--- src/rtl/bit_serial_add_ctrl.sv ---
// Bit-serial add/subtract engine: one full_adder cell is time-shared across
// WIDTH clock cycles, LSB first, with valid/ready handshakes on both sides.
//
//  state | meaning
//  ------+-----------------------------------------------------------
//  IDLE  | waiting for a request, in_ready high
//  RUN   | one result bit per clock through the shared full adder
//  DONE  | result presented on out_*, held until out_ready

module full_adder (
    input  logic i_a,
    input  logic i_b,
    input  logic i_cin,
    output logic o_s,
    output logic o_cout
);
    // Single-bit sum and carry
    always_comb begin
        o_s    = i_a ^ i_b ^ i_cin;
        o_cout = (i_a & i_b) | (i_cin & (i_a ^ i_b));
    end
endmodule

module bit_serial_add_ctrl #(
    parameter int WIDTH = 8
) (
    input  logic             clk,
    input  logic             rst_n,
    input  logic             in_valid,
    output logic             in_ready,
    input  logic [WIDTH-1:0] in_a,
    input  logic [WIDTH-1:0] in_b,
    input  logic             in_sub,
    input  logic             in_acc,
    output logic             out_valid,
    input  logic             out_ready,
    output logic [WIDTH-1:0] out_sum,
    output logic             out_cout,
    output logic             out_ovf,
    output logic             busy
);
    localparam int CW = (WIDTH > 1) ? $clog2(WIDTH) : 1;

    typedef enum logic [1:0] {
        S_IDLE = 2'd0,
        S_RUN  = 2'd1,
        S_DONE = 2'd2
    } state_t;

    state_t           r_state;
    state_t           w_next;
    logic [WIDTH-1:0] r_a;
    logic [WIDTH-1:0] r_b;
    logic [WIDTH-1:0] r_res;
    logic [WIDTH-1:0] r_acc;
    logic             r_carry;
    logic             r_cout;
    logic             r_ovf;
    logic [CW-1:0]    r_cnt;
    logic             w_s;
    logic             w_cout;
    logic             w_last;
    logic             w_accept;

    // The only adder in the design; subtraction arrives as A + ~B + 1
    full_adder u_fa (
        .i_a    (r_a[0]),
        .i_b    (r_b[0]),
        .i_cin  (r_carry),
        .o_s    (w_s),
        .o_cout (w_cout)
    );

    assign w_last   = (r_cnt == CW'(WIDTH - 1));
    assign w_accept = in_valid && (r_state == S_IDLE);

    // State register
    always_ff @(posedge clk or negedge rst_n) begin
        if (!rst_n) r_state <= S_IDLE;
        else        r_state <= w_next;
    end

    // Next-state and handshake outputs
    always_comb begin
        w_next    = r_state;
        in_ready  = 1'b0;
        out_valid = 1'b0;
        busy      = 1'b1;
        case (r_state)
            S_IDLE: begin
                in_ready = 1'b1;
                busy     = 1'b0;
                if (in_valid) w_next = S_RUN;
            end
            S_RUN: begin
                if (w_last) w_next = S_DONE;
            end
            S_DONE: begin
                out_valid = 1'b1;
                if (out_ready) w_next = S_IDLE;
            end
            default: begin
                w_next   = S_IDLE;
                in_ready = 1'b0;
                busy     = 1'b0;
            end
        endcase
    end

    // Operand shifting, carry chain, and result capture on the final bit.
    // The carry register during the last bit is the carry into the MSB,
    // so overflow is formed directly from it and the MSB carry out.
    always_ff @(posedge clk or negedge rst_n) begin
        if (!rst_n) begin
            r_a     <= '0;
            r_b     <= '0;
            r_res   <= '0;
            r_acc   <= '0;
            r_carry <= 1'b0;
            r_cout  <= 1'b0;
            r_ovf   <= 1'b0;
            r_cnt   <= '0;
        end else if (w_accept) begin
            r_a     <= in_acc ? r_acc : in_a;
            r_b     <= in_sub ? ~in_b : in_b;
            r_carry <= in_sub;
            r_cnt   <= '0;
        end else if (r_state == S_RUN) begin
            r_a     <= r_a >> 1;
            r_b     <= r_b >> 1;
            r_res   <= {w_s, r_res[WIDTH-1:1]};
            r_carry <= w_cout;
            r_cnt   <= r_cnt + CW'(1);
            if (w_last) begin
                r_acc  <= {w_s, r_res[WIDTH-1:1]};
                r_cout <= w_cout;
                r_ovf  <= r_carry ^ w_cout;
            end
        end
    end

    // The accumulator doubles as the presented result
    assign out_sum  = r_acc;
    assign out_cout = r_cout;
    assign out_ovf  = r_ovf;

endmodule

--- config.mk ---
export PLATFORM = sky130hd
export DESIGN_NAME = bit_serial_add_ctrl
export DESIGN_NICKNAME = d
export VERILOG_FILES = /design/src/rtl/bit_serial_add_ctrl.sv
export SDC_FILE = /design/constraint.sdc
export NUM_CORES = 1
export LEC_CHECK = 0
export ABC_AREA = 1
export BUFFER_PORTS_ARGS = -buffer_cell sky130_fd_sc_hd__buf_2
export CORE_ASPECT_RATIO = 0.75
export CORE_MARGIN = 4
export CORE_UTILIZATION = 62
export CTS_BUF_LIST = sky130_fd_sc_hd__clkbuf_8
export DETAILED_ROUTE_END_ITERATION = 10
export HOLD_SLACK_MARGIN = 0.12
export PLACE_DENSITY = 0.84
export SYNTH_ARGS = -nofsm -noshare
export SYNTH_HDL_FRONTEND = slang
export SYNTH_SLANG_ARGS = --single-unit
--- constraint.sdc ---
create_clock -name clk -period 2 [get_ports clk]
set_clock_uncertainty 0.05 [all_clocks]
set_input_delay 0.2 -clock clk [delete_from_list [all_inputs] [get_ports clk]]
set_output_delay 0.2 -clock clk [all_outputs]
set_load 0.01 [all_outputs]
==> results.yml, run 1 <==
run_status:
  status: "complete, no violations"
timing:
  fin_crit_sh: 0.833
  slew_headroom: 0.680
  rsz0062_at_grt: "no"
  hold_viol: 0
  fin_crit_ns: 1.67
  drv_slew: 0
  setup_violations: 0
  worst_pin_slew_ns: 0.480
  setup_tns_ns: 0
  fmax_ghz: 0.600
logic_synthesis:
  async_reset_ff_frac: 1.00
  yosys-top-cells-area: "dfrtp_1 50%, nand2_1 22%, ha_1 3.9%, o21ai_0 3.6%, nor2_1 3.5%"
  synth_top_area_frac: 0.504
  synth_top_flop_cell: "dfrtp_1"
  yosys_warnings: 0
  synth_cell_types: 21
  synthCells: 246
  syn_avg_cell_area_um2: 7.87
  seq_area_frac_synth: 0.504
  syn_area_um2: 1940
  yosysMostFrequentCell: "nand2_1"
  syn_nets: 275
  ys_ff_latch: 39
  yosys.area.top_type: "dfrtp_1"
  synth_commonest_cells: "114 x nand2_1, 39 x dfrtp_1, 18 x nor2_1"
  synth_edf_count: 0
layout:
  nNetsFinal: 315
  instances_no_fill: 325
  area_growth_pct: 15.3
  antenna_cells: 0
  drive_above_1_share: 0.202
die:
  dieWidth_um: 72.5
  start_util: 0.655
  die_h_um: 56.4
  io_pins: 35
  core_um2: 2960
  die-area_um2: 4090
  row_count: 17
power_and_ir_drop:
  p_switching_mw: 1.16
  seqPwrFrac: 0.444
  p_leak_nw: 1.25
  p_sw_frac: 0.399
  clkPwrFrac: 0.184
  p_comb_frac: 0.373
  p_per_area_nw_per_um2: 1300
  vdd_drop_max_v: 0.000952
  intPower_mw: 1.74
min_path:
  min_path_type: "input port to flop"
worst_setup_path:
  critPathTopFamily: "simple AND/OR/NAND/NOR gates"
  critPathKind: "flop to flop"
  path_max_fanout: 7
  slowest_stage: "dfrtp_1"
  critPathBufInv: 2
  startpoint_type: "flop"
  cp.required_ns: 2.14
  end_kind: "flop"
  cp.arrival_ns: 1.81
  crit_top_cell: "nand2_1"
  slowest_delay_ns: 0.40
  crit_chain: "inv_1, ha_1, nand3_1, buf_4, nand2_1, nand2_1"
job:
  drv_cap: 0
cts:
  cts_resized: 0
  cts_buffers: 5
  cts_sinks: 39
  insertion_delay_ns: 0.30
  cts.reportedPaths.clkPinSlew_ns: 0.08
  cts_tree: "built"
  h-tree-depth: 2
  cts_buffer_depth: 2
  postCtsSetupRepairBufs: 0
  root_buffer: "clkbuf_8"
placement:
  dp_cells: 316
  dp_hpwl_um: 3090
  port_buffers: 34
  gp_congestion: 0.832
detailed_routing:
  drc: 0
  drt-met1-wl_um: 1980
  wl_met3_um: 233
  met2_length_um: 1960
  via_per_inst: 5.16
  post_drt_wl_per_cell_um: 13.0
  top_layer: "met4"
  drt_iter0_markers: 149
  routed_wl_um: 4240
  first_pass_iters: 4
  vias: 1676
  ant_nets: 0
global_routing:
  grt_overflow: 0
  grt_pass1_wl_um: 7310
  antenna_found_initial: 0
  grt_pass1_vias: 1625
  grt.total_usage: 0.230
  grt_max_degree: 40
[layout make-up]
cell class | count | area, um^2
clock buffer | 5 | 68.8
clock inverter | 3 | 20.0
fill | 238 | 724
inverter | 16 | 60.1
multi-input combinational | 184 | 842
sequential | 39 | 976
tap | 38 | 47.5
timing repair buffer | 40 | 218
[power groups by stage]
stage / Sequential, mW / Clock, mW / Combinational, mW
final: 1.29 / 0.534 / 1.08
after global routing: 1.32 / 0.572 / 1.26
after CTS: 1.28 / 0.537 / 1.09
after detailed placement: 1.30 / 0 / 1.08
after global placement: 1.29 / 0 / 1.04
after floorplan: 1.26 / 0 / 0.798
[logic make-up after synthesis]
| kind of cell | Yosys count | share of synthesized area |
|---|---|---|
| buf+inv | 23 | 0.0608 |
| fa+ha+maj | 7 | 0.0491 |
| flops | 39 | 0.504 |
| compound gates | 25 | 0.0666 |
| xor+xnor | 2 | 0.00905 |
| simple gates | 150 | 0.310 |
[layout by cell type (no fill, tap or decap), types with 2 or more instances in the layout]
master,n
a21oi_1,9
buf_2,34
buf_4,5
clkbuf_8,5
clkinvlp_4,2
dfrtp_1,39
ha_1,6
inv_1,10
inv_2,6
nand2_1,114
nand3_1,11
nand4_1,2
nor2_1,18
o21ai_0,14
or2_2,2
xnor2_1,2
[stage by stage]
step	setup slack [ns]	utilization	area [um^2]	hold WS [ns]	power, mW
floorplan	0.619	-	1940	-0.146	2.05
global placement	0.489	0.722	2130	0.233	2.33
detailed placement	0.375	0.722	2130	0.228	2.38
CTS	0.341	0.755	2230	0.134	2.91
global route	0.181	0.755	2230	0.157	3.16
finish	0.334	0.755	2230	0.133	2.90
[sequential cells by signal (all words and copies together), names as in the netlist]
name	flops
out_ovf	1
r_cnt	3
out_sum	8
r_res	7
r_carry	1
r_a	8
out_cout	1
r_state	2
r_b	8
[final timing paths]
check	from	cells past startpoint	slack, ns	end
setup reg to reg	r_state[1]$_DFFE_PN0P_	6	0.33	out_sum[0]$_DFFE_PN0P_
hold reg to reg	r_b[6]$_DFFE_PN0P_	2	0.44	r_b[6]$_DFFE_PN0P_
min in group asynchronous	rst_n	3	0.43	out_sum[3]$_DFFE_PN0P_
hold / removal	in_b[7]	3	0.13	r_b[7]$_DFFE_PN0P_
max in group asynchronous	rst_n	3	1.13	r_b[3]$_DFFE_PN0P_
setup / recovery	r_state[1]$_DFFE_PN0P_	6	0.33	out_sum[0]$_DFFE_PN0P_
[tightest hold or removal path, cell delays in order]
cell and delay, ns:
buf_2 0.08, xnor2_1 0.10, o21ai_1 0.05
[what timing repair did]
item                       in CTS  in global routing
hold endpoints to repair       39                  0
hold buffers                    1                  0
setup endpoints to repair       0                  0
[layer usage]
layer,up-vias,global-route usage
li1,839,-
met1,785,0.332
met2,44,0.351
met3,8,0.0447
met4,0,0.0711
met5,-,0
Note: power is estimated with default switching activity, not from simulation.
==> inputs of run 2 (changes only) <==
CORE_UTILIZATION = 57   (was 62)
PLACE_DENSITY = 0.78   (was 0.84)
clock period = 1.64 ns   (was 2 ns; I/O delays follow)
==> results.yml, run 2 (same netlist as run 1, synthesis figures left out) <==
detailed_routing:
  first_pass_iters: 4
  ant_nets: 0
  vias: 1672
  post_drt_wl_per_cell_um: 11.7
  drt_iter0_markers: 154
  drc: 0
  via_per_inst: 4.99
  routed_wl_um: 3910
die:
  start_util: 0.593
  dieWidth_um: 75.3
  die_h_um: 58.5
  io_pins: 35
  core_um2: 3270
  die-area_um2: 4400
  row_count: 18
cts:
  cts_buffer_depth: 2
  cts_tree: "built"
  h-tree-depth: 2
  postCtsSetupRepairBufs: 0
  root_buffer: "clkbuf_8"
  cts_buffers: 5
  cts_sinks: 39
  insertion_delay_ns: 0.30
  cts.reportedPaths.clkPinSlew_ns: 0.07
timing:
  rsz0062_at_grt: "no"
  fin_crit_ns: 1.44
  setup_tns_ns: 0
  worst_pin_slew_ns: 0.442
  setup_violations: 0
  drv_slew: 0
  hold_viol: 0
  fmax_ghz: 0.693
  slew_headroom: 0.705
  fin_crit_sh: 0.879
placement:
  gp_congestion: 0.776
  dp_cells: 320
  port_buffers: 34
  dp_hpwl_um: 2860
worst_setup_path:
  cp.arrival_ns: 1.57
  critPathBufInv: 2
  cp.required_ns: 1.77
  critPathKind: "flop to flop"
  end_kind: "flop"
  slowest_stage: "dfrtp_1"
  startpoint_type: "flop"
  crit_top_cell: "nand2_1"
  path_max_fanout: 13
  crit_chain: "inv_1, ha_2, nand2_4, nand3_1, buf_4, nand2_1, nand2_1"
  slowest_delay_ns: 0.37
  critPathTopFamily: "simple AND/OR/NAND/NOR gates"
global_routing:
  grt_pass1_wl_um: 6470
  grt_pass1_vias: 1458
  grt_overflow: 0
  grt.total_usage: 0.196
  antenna_found_initial: 0
  grt_max_degree: 22
job:
  drv_cap: 0
layout:
  final_common_cell: "nand2_1"
  nNetsFinal: 323
  instances_no_fill: 335
  final_cell_mix: "114 x nand2_1, 39 x dfrtp_1, 34 x buf_2"
  area_growth_pct: 21.8
  drive_above_1_share: 0.210
  antenna_cells: 0
power_and_ir_drop:
  p_per_area_nw_per_um2: 1570
  vdd_drop_max_v: 0.00114
  p_leak_nw: 1.30
run_status:
  status: "complete, no violations"
min_path:
  min_path_type: "input port to flop"
-- run 2: changes by cell type in the layout (fill, tap and decap cells not counted) --
cell	previous run	this run
dlygate4sd3_1	1	7
clkinvlp_4	2	0
ha_1	6	4
ha_2	0	2
buf_12	0	1
buf_4	5	6
bufinv_16	0	1
clkbuf_8	5	6
clkinv_2	1	2
inv_2	6	5
-- run 2: area by class of cell --
cell class | instances | area [um^2]
Sequential cell | 39 | 976
Timing Repair Buffer | 48 | 305
Inverter | 16 | 61.3
Tap cell | 40 | 50.0
Clock buffer | 6 | 82.6
Multi-Input combinational cell | 184 | 847
Fill cell | 260 | 908
Clock inverter | 2 | 35.0
-- run 2: stage by stage --
stage                     area (um^2)   util  power (mW)  hold WS (ns)  worst slack, ns
after floorplan                  1940      -        2.50        -0.182            0.259
after global placement           2160  0.662        2.85        0.0891            0.186
after detailed placement         2160  0.662        2.88        0.0866            0.139
after CTS                        2350  0.720        3.73         0.122            0.116
after global routing             2360  0.722        4.02         0.144           0.0489
final                            2360  0.722        3.71         0.133            0.198
-- run 2: where the power goes --
| group | internal, mW | total, mW | switching [mW] |
|---|---|---|---|
| logic | 0.535 | 1.32 | 0.780 |
| clock network | 0.492 | 0.829 | 0.337 |
| registers | 1.33 | 1.57 | 0.240 |
-- run 2: layer usage --
metal | vias to the layer above | routed length (um) | part of all wire | track usage
met5 | - | 0 | 0 | 0
met2 | 37 | 1680 | 0.43 | 0.288
met3 | 7 | 225 | 0.058 | 0.0580
met1 | 766 | 1940 | 0.50 | 0.279
li1 | 862 | - | - | -
met4 | 0 | 61 | 0.016 | 0.0673
-- run 2: timing repair --
item / CTS / global route
hold endpoints to repair: 45 / 0
resized for setup: 0 / 3
setup endpoints to repair: 0 / 3
hold buffers: 7 / 0
-- run 2: worst paths after layout --
kind / to / cells after the start / slack (ns) / from
max in group asynchronous: r_b[4]$_DFFE_PN0P_ / 3 / 0.79 / rst_n
worst max-delay path: out_cout$_DFFE_PN0P_ / 7 / 0.20 / r_state[0]$_DFFE_PN0P_
worst min-delay path: r_b[1]$_DFFE_PN0P_ / 4 / 0.13 / in_b[1]
min in group asynchronous: out_sum[2]$_DFFE_PN0P_ / 2 / 0.29 / rst_n
worst max register to register: out_cout$_DFFE_PN0P_ / 7 / 0.20 / r_state[0]$_DFFE_PN0P_
worst min register to register: r_b[2]$_DFFE_PN0P_ / 2 / 0.43 / r_b[2]$_DFFE_PN0P_
-- run 2: worst min-delay path, cell delays in order --
cell,delay [ns]
buf_2,0.09
nand2_1,0.05
nand3_1,0.08
a21oi_1,0.06
==> inputs of run 3 (changes only) <==
CORE_UTILIZATION = 45   (was 57)
PLACE_DENSITY = 0.64   (was 0.78)
==> results.yml, run 3 (same netlist as run 1, synthesis figures left out) <==
global_routing:
  grt_pass1_vias: 1580
  antenna_found_initial: 0
  grt_overflow: 0
  grt_pass1_wl_um: 7450
  grt.total_usage: 0.174
  grt_max_degree: 40
timing:
  slew_headroom: 0.676
  fin_crit_ns: 1.48
  setup_tns_ns: 0
  drv_slew: 0
  hold_viol: 0
  fin_crit_sh: 0.904
  rsz0062_at_grt: "no"
  fmax_ghz: 0.675
  setup_violations: 0
  worst_pin_slew_ns: 0.486
min_path:
  min_path_type: "input port to flop"
  hold_end: "r_a[7]$_DFFE_PN0P_"
  min_path_cells: 3
  min-delay-start: "in_a[7]"
layout:
  final_common_cell: "nand2_1"
  nNetsFinal: 322
  fin_util: 0.566
  final_cell_mix: "114 x nand2_1, 39 x dfrtp_1, 34 x buf_2"
  antenna_cells: 0
  area_growth_pct: 19.9
  drive_above_1_share: 0.201
run_status:
  status: "complete, no violations"
job:
  drv_cap: 0
power_and_ir_drop:
  vdd_drop_max_v: 0.000705
  p_leak_nw: 1.28
  p_per_area_nw_per_um2: 1520
placement:
  port_buffers: 34
  dp_hpwl_um: 2940
  gp_congestion: 0.818
die:
  dieWidth_um: 83.7
  start_util: 0.472
  die_h_um: 64.8
  core_um2: 4100
  row_count: 20
  die-area_um2: 5430
  io_pins: 35
cts:
  cts_sinks: 39
  root_buffer: "clkbuf_8"
  postCtsSetupRepairBufs: 0
  insertion_delay_ns: 0.30
  h-tree-depth: 2
  cts.reportedPaths.clkPinSlew_ns: 0.08
  cts_buffer_depth: 2
  cts_tree: "built"
  cts_buffers: 5
detailed_routing:
  post_drt_wl_per_cell_um: 11.9
  drt_iter0_markers: 68
  first_pass_iters: 4
  ant_nets: 0
  vias: 1633
  routed_wl_um: 4140
  drc: 0
  via_per_inst: 4.68
worst_setup_path:
  critPathKind: "flop to flop"
  startpoint_type: "flop"
  rr_startpoint: "r_state[0]$_DFFE_PN0P_"
  ff2ff_path_depth: 6
  end_kind: "flop"
  cp.required_ns: 1.81
  r2r_slack_ns: 0.16
  reg2reg_to: "r_a[7]$_DFFE_PN0P_"
  path_max_fanout: 13
  crit_start: "r_state[0]$_DFFE_PN0P_"
  cp.arrival_ns: 1.65
-- run 3: worst max-delay path by stage --
stage / to / slack (ns)
after floorplan: r_b[0]$_DFFE_PN0P_ / 0.26
after global placement: r_a[7]$_DFFE_PN0P_ / 0.22
after detailed placement: r_a[7]$_DFFE_PN0P_ / 0.15
after CTS: r_a[7]$_DFFE_PN0P_ / 0.14
after global routing: r_a[7]$_DFFE_PN0P_ / 0.02
final: r_a[7]$_DFFE_PN0P_ / 0.16
-- run 3: through the flow --
step	power (mW)	instance area, um^2	hold WS [ns]	setup WS, ns	std cells
finish	3.52	2320	0.116	0.158	349
CTS	3.56	2320	0.122	0.140	349
global route	3.88	2320	0.129	0.0161	349
detailed placement	2.90	2160	0.199	0.155	334
global placement	2.88	2160	0.203	0.216	334
floorplan	2.50	1940	-0.182	0.259	246
-- run 3: final cells by class --
type                       instances  area (um^2)
fill                             400         1780
sequential                        39          976
multi-input combinational        184          842
timing repair buffer              47          285
clock buffer                       5         68.8
tap                               55         68.8
inverter                          16         60.1
clock inverter                     3         20.0
-- run 3: report_power, final --
| group | switching, mW | internal (mW) |
|---|---|---|
| clock network | 0.353 | 0.296 |
| registers | 0.231 | 1.33 |
| logic | 0.787 | 0.525 |
| total | 1.37 | 2.15 |
-- run 3: timing repair --
item,in CTS,in global routing
resized for setup,0,0
hold endpoints to repair,45,0
hold buffers,7,0
-- run 3: per-layer routing --
metal  wire (um)  vias up  track usage
met5           0        -            0
met4          66        0       0.0602
met3         216        8       0.0457
met2        1750       33        0.256
met1        2110      734        0.248
li1            -      858            -
-- run 3: critical path: stages, from the launching register on --
cell and delay (ns):
dfrtp_1 0.40, inv_1 0.11, ha_1 0.26, nand2_4 0.13
inv_2 0.20, o21ai_0 0.11, o21ai_0 0.15
